[src/rtl/pa_fpu_rslt_pack.sv]
// FP result packer: builds IEEE-754 register words and fflags for write-back,
// buffered through a two-entry in-order valid/ready queue.
module pa_fpu_rslt_pack #(
    parameter bit BOX_SINGLE = 1'b1,
    parameter int DEPTH      = 2
) (
    input  logic        forever_cpuclk,
    input  logic        cpurst,
    input  logic        in_vld,
    output logic        in_rdy,
    input  logic        in_double,
    input  logic        in_single,
    input  logic        in_sign,
    input  logic [2:0]  in_class,
    input  logic [10:0] in_expn,
    input  logic [51:0] in_frac,
    input  logic [2:0]  in_rm,
    input  logic [4:0]  in_flags,
    output logic        out_vld,
    input  logic        out_rdy,
    output logic [63:0] out_result,
    output logic [4:0]  out_fflags
);

    localparam logic [2:0] C_NORM   = 3'd0;
    localparam logic [2:0] C_ZERO   = 3'd1;
    localparam logic [2:0] C_INF    = 3'd2;
    localparam logic [2:0] C_QNAN   = 3'd3;
    localparam logic [2:0] C_OVFL   = 3'd4;
    localparam logic [2:0] C_DENORM = 3'd5;

    localparam logic [2:0] RM_RTZ = 3'd1;
    localparam logic [2:0] RM_RDN = 3'd2;
    localparam logic [2:0] RM_RUP = 3'd3;
    localparam logic [2:0] RM_RMM = 3'd4;

    localparam logic [31:0] UPPER  = BOX_SINGLE ? 32'hFFFF_FFFF : 32'h0;
    localparam logic [31:0] S_QNAN = 32'h7FC0_0000;
    localparam logic [63:0] D_QNAN = 64'h7FF8_0000_0000_0000;
    localparam logic [1:0]  FULL   = 2'(DEPTH);

    typedef enum logic [2:0] {
        K_PASS,
        K_DENORM,
        K_ZERO,
        K_INF,
        K_MAX,
        K_NAN
    } kind_e;

    typedef struct packed {
        logic [63:0] result;
        logic [4:0]  fflags;
    } entry_t;

    kind_e       kind;
    logic        add_nv;
    logic        add_ovf;
    logic        ovf_to_max;
    logic [63:0] dbl_word;
    logic [31:0] sgl_word;
    entry_t      pk;

    logic [1:0]  count;
    entry_t      head;
    entry_t      tail;
    logic        push;
    logic        pop;

    // Overflow saturates to max-normal whenever rounding points toward zero.
    assign ovf_to_max = (in_rm == RM_RTZ)
                      | ((in_rm == RM_RDN) & ~in_sign)
                      | ((in_rm == RM_RUP) & in_sign);

    always_comb begin
        kind    = K_NAN;
        add_nv  = 1'b0;
        add_ovf = 1'b0;
        if (in_rm > RM_RMM) begin
            add_nv = 1'b1;
        end else begin
            case (in_class)
                C_NORM:   kind = K_PASS;
                C_ZERO:   kind = K_ZERO;
                C_INF:    kind = K_INF;
                C_QNAN:   kind = K_NAN;
                C_DENORM: kind = K_DENORM;
                C_OVFL: begin
                    add_ovf = 1'b1;
                    kind    = ovf_to_max ? K_MAX : K_INF;
                end
                default:  add_nv = 1'b1;
            endcase
        end
    end

    always_comb begin
        dbl_word = D_QNAN;
        case (kind)
            K_PASS:   dbl_word = {in_sign, in_expn, in_frac};
            K_DENORM: dbl_word = {in_sign, 11'd0, in_frac};
            K_ZERO:   dbl_word = {in_sign, 63'd0};
            K_INF:    dbl_word = {in_sign, 11'h7FF, 52'd0};
            K_MAX:    dbl_word = {in_sign, 11'h7FE, {52{1'b1}}};
            default:  dbl_word = D_QNAN;
        endcase
    end

    always_comb begin
        sgl_word = S_QNAN;
        case (kind)
            K_PASS:   sgl_word = {in_sign, in_expn[7:0], in_frac[22:0]};
            K_DENORM: sgl_word = {in_sign, 8'd0, in_frac[22:0]};
            K_ZERO:   sgl_word = {in_sign, 31'd0};
            K_INF:    sgl_word = {in_sign, 8'hFF, 23'd0};
            K_MAX:    sgl_word = {in_sign, 8'hFE, {23{1'b1}}};
            default:  sgl_word = S_QNAN;
        endcase
    end

    // Double wins when both precision bits are set.
    always_comb begin
        pk.result = {UPPER, S_QNAN};
        pk.fflags = in_flags | 5'b10000;
        priority case (1'b1)
            in_double: begin
                pk.result = dbl_word;
                pk.fflags = in_flags
                          | {add_nv, 1'b0, add_ovf, 1'b0, add_ovf};
            end
            in_single: begin
                pk.result = {UPPER, sgl_word};
                pk.fflags = in_flags
                          | {add_nv, 1'b0, add_ovf, 1'b0, add_ovf};
            end
            default: begin
                pk.result = {UPPER, S_QNAN};
                pk.fflags = in_flags | 5'b10000;
            end
        endcase
    end

    assign in_rdy  = (count != FULL);
    assign out_vld = (count != 2'd0);
    assign push    = in_vld & in_rdy;
    assign pop     = out_vld & out_rdy;

    // Head always feeds the outputs; tail only fills while head is stalled.
    always_ff @(posedge forever_cpuclk) begin
        if (cpurst) begin
            count <= 2'd0;
            head  <= '0;
            tail  <= '0;
        end else begin
            case (count)
                2'd0: begin
                    if (push) begin
                        head  <= pk;
                        count <= 2'd1;
                    end
                end
                2'd1: begin
                    if (push && pop) begin
                        head <= pk;
                    end else if (push) begin
                        tail  <= pk;
                        count <= 2'd2;
                    end else if (pop) begin
                        count <= 2'd0;
                    end
                end
                2'd2: begin
                    if (pop) begin
                        head  <= tail;
                        count <= 2'd1;
                    end
                end
                default: count <= 2'd0;
            endcase
        end
    end

    assign out_result = head.result;
    assign out_fflags = head.fflags;

endmodule

[config.mk]
export PLATFORM = sky130hd
export DESIGN_NAME = pa_fpu_rslt_pack
export DESIGN_NICKNAME = d
export VERILOG_FILES = /design/src/rtl/pa_fpu_rslt_pack.sv
export SDC_FILE = /design/constraint.sdc
export NUM_CORES = 1
export LEC_CHECK = 0
export CAP_MARGIN = 10
export CORE_ASPECT_RATIO = 2
export CORE_MARGIN = 1
export CORE_UTILIZATION = 35
export DETAILED_ROUTE_END_ITERATION = 8
export PLACE_DENSITY = 0.61
export SYNTH_ARGS = -nofsm -noshare
export SYNTH_HDL_FRONTEND = slang
export SYNTH_SLANG_ARGS = --single-unit
export TNS_END_PERCENT = 10
[constraint.sdc]
create_clock -name forever_cpuclk -period 4.09 [get_ports forever_cpuclk]
set_clock_uncertainty 0.2 [all_clocks]
set_input_delay 0.818 -clock forever_cpuclk [delete_from_list [all_inputs] [get_ports forever_cpuclk]]
set_output_delay 0.818 -clock forever_cpuclk [all_outputs]
set_load 0.02 [all_outputs]
==> qor.tcl <==
set qor(max_clock_freq_ghz) 0.3201
set qor(path_class) {register to primary output}
set qor(place_congestion) 0.8305
set qor(crit_required_ns) 3.07
set qor(rsz0062_at_grt) {no}
set qor(global_route_wire_length_before_repair_um) 30720
set qor(synth.top_cells.by_area) {dfxtp_1 45%, nor2_1 8.2%, a211oi_1 7.0%}
set qor(mappedNetlistArea_um2) 6217
set qor(setup_violations) 0
set qor(grt_max_degree) 72
set qor(placement_rows) 68
set qor(worstSkewPairLatency_ns) 0.42
set qor(cts_inserted_buffers) 17
set qor(critPathMaxFanout) 32
set qor(cts.path.max_buffers) 2
set qor(synth_seq_cells) 140
set qor(synth.most_common_cell) {dfxtp_1}
set qor(cts.hold.buffers_added) 0
set qor(worst_ep_arrival_ns) 2.11
set qor(postSynth.asyncResetShare_pct) 0
set qor(whs_ns) 0.2450
set qor(drcViolationCount) 0
set qor(synthDistinctLibCells) 52
set qor(min-delay-path-class) {register to register}
set qor(power.ir.vdd_worst_uv) 241.6
set qor(yosys_most_used_dff) {dfxtp_1}
set qor(totalWireLength_um) 19730
set qor(postSynthNetCount) 874
set qor(number_of_clock_sinks_seen_by_cts) 140
set qor(width_of_the_die_um) 96.24
set qor(cts_setup_buffers) 0
set qor(synthesis.area_per_instance_um2) 7.840
set qor(static-leakage-power_nw) 3.061
set qor(layout-drive-gt1-share_pct) 8.836
set qor(synth.cells.most_frequent) {140 x dfxtp_1, 136 x nor2_1, 85 x a21oi_1}
set qor(finalSetupTns_ns) 0
set qor(grt_util_all_layers_pct) 22.02
set qor(syn_inst) 793
set qor(buffer_ports.inserted) 151
set qor(setup.worst_path.end_class) {primary output}
set qor(start_kind) {register}
set qor(reg2reg_setup_slack_ns) 1.58
set qor(worst_path_largest_cell_delay_ns) 0.67
set qor(antenna-diode-count) 0
set qor(postRouteAntennaNets) 0
set qor(n_fill_cell) 1729
set qor(timing.critical_path.max_delay_family) {buffers and inverters}
set qor(min_period_ns) 3.124
set qor(final_min_period_over_clock_period_pct) 76.39
set qor(wire_per_inst_um) 17.33
set qor(initial_utilization_pct) 35.82
set qor(cts_resized) 0
set qor(cts_root_buf) {clkbuf_16}
set qor(maxSlewHeadroom_pct) 45.38
set qor(worst_path_max_delay_cell) {clkdlybuf4s50_1}
set qor(syn2layout_area_growth_pct) 38.66
set qor(hold_viol_final) 0
set qor(place.detailed.hpwl_um) 12820
set qor(cts.clk_slew.worst_paths_ns) 0.07
set qor(synth_seq_area_share_pct) 45.08
set qor(final_util_pct) 49.67
set qor(outcome) {completed}
set qor(cts-htree-levels) 4
set qor(yosys_top_cell_by_area) {dfxtp_1}
set qor(design.portCount) 152
set qor(number_of_enable_flip_flop_cells_after_synthesis) 0
set qor(power_density_nw_per_um2) 450.6
set qor(ys_warn_count) 0
set qor(num_vias) 6201
set qor(design_power_total_w) 0.003884
set qor(drt-vias-per-instance) 5.449
set qor(fin_nets) 996
set qor(crit_chain) {nor2b_4 -> inv_1 -> buf_4 -> clkdlybuf4s50_1}
set qor(core_area_um2) 17360
set qor(dpl-instance-area_um2) 7986
set qor(final_cell_area_um2) 8621
set qor(first_global_vias) 5922
set qor(grt_overflow_total) 0
set qor(antenna_found_initial) 0
set qor(tightestPinTransition_ns) 0.8193
set qor(dr.pass1.iters) 4
set qor(die-area_um2) 18330
set qor(die-height_um) 190.5
set qor(crit_buf_inv) 3
set qor(tritoncts) {done}
set qor(synth_largest_type_area_fraction_pct) 45.08
set qor(drt_iter0_drc) 320
set qor(timing_max_transition_violations_final) 0
set qor(timing.max_cap.violations) 0
==> worst paths after layout <==
path,start,end,depth (start not counted)
hold / removal,tail[49]$_SDFFE_PP0P_,tail[49]$_SDFFE_PP0P_,2
setup / recovery,count[0]$_SDFFE_PP0P_,in_rdy,4
setup reg to reg,count[0]$_SDFFE_PP0P_,out_result[32]$_SDFFE_PP0P_,7
hold reg to reg,tail[49]$_SDFFE_PP0P_,tail[49]$_SDFFE_PP0P_,2
==> metal layers <==
metal | up-vias | GRT usage, % | share of wire (%)
met5 | - | 0 | 0
met4 | 0 | 10.05 | 3.1
met3 | 34 | 4.266 | 4.8
met2 | 170 | 38.41 | 52
met1 | 2916 | 25.19 | 40
li1 | 3081 | - | -
==> metrics by stage <==
stage | std cells | setup slack [ns]
floorplan | 793 | 1.610
finish | 1138 | 0.9655
CTS | 1138 | 0.9480
detailed placement | 1106 | 0.6270
global route | 1138 | 0.8674
global placement | 1106 | 0.7078
==> placed cells by master, fill, tap and decap left out, types with 6 or more instances in the layout <==
master             n
a21o_1             6
clkbuf_16         17
buf_4             25
a221oi_1           7
nor2b_1            6
or2_2              6
a311oi_1          18
dfxtp_1          140
o21ai_1           27
nand2b_1           8
o21ai_0           72
nand2_1           72
a21oi_1           85
nor2_1           136
o211ai_1           9
clkdlybuf4s50_1  150
a211oi_1          58
nor3_1             8
==> cell families (layout without fill, tap and decap cells) <==
logic type	Yosys count	in the layout	share of synthesized area (%)
XOR/XNOR	1	1	0.1409
multiplexers	2	2	0.3220
AND/OR/NAND/NOR	259	259	18.13
buffers and inverters	77	212	4.870
flip-flops	140	140	45.08
AO/OA/AOI/OAI	314	314	31.46
==> power by group <==
part	switching (W)	leakage (nW)	internal, W
Combinational	0.000385	1.61	0.000317
Sequential	0.0000556	1.15	0.00145
Clock	0.000639	0.308	0.00104
Total	0.00108	3.06	0.00280
==> final cells by class <==
class                      count  area, um2  area share (%)
inverter                       3      11.26          0.1306
tap                          210      262.8           3.048
clock buffer                  18      429.2           4.978
sequential                   140       2803           32.51
clock inverter                14      205.2           2.380
multi-input combinational    576       3181           36.89
timing repair buffer         177       1729           20.06
==> registers in the layout, indices dropped and copies added (netlist names) <==
name and flops:
tail 69, out_result 64, out_fflags 5, count 2
==> worst min-delay path, cell delays in order, from the launching register on <==
cell	delay, ns
dfxtp_1	0.31
nand2_1	0.05
o21ai_1	0.05
(Power assumes the default switching activity.)
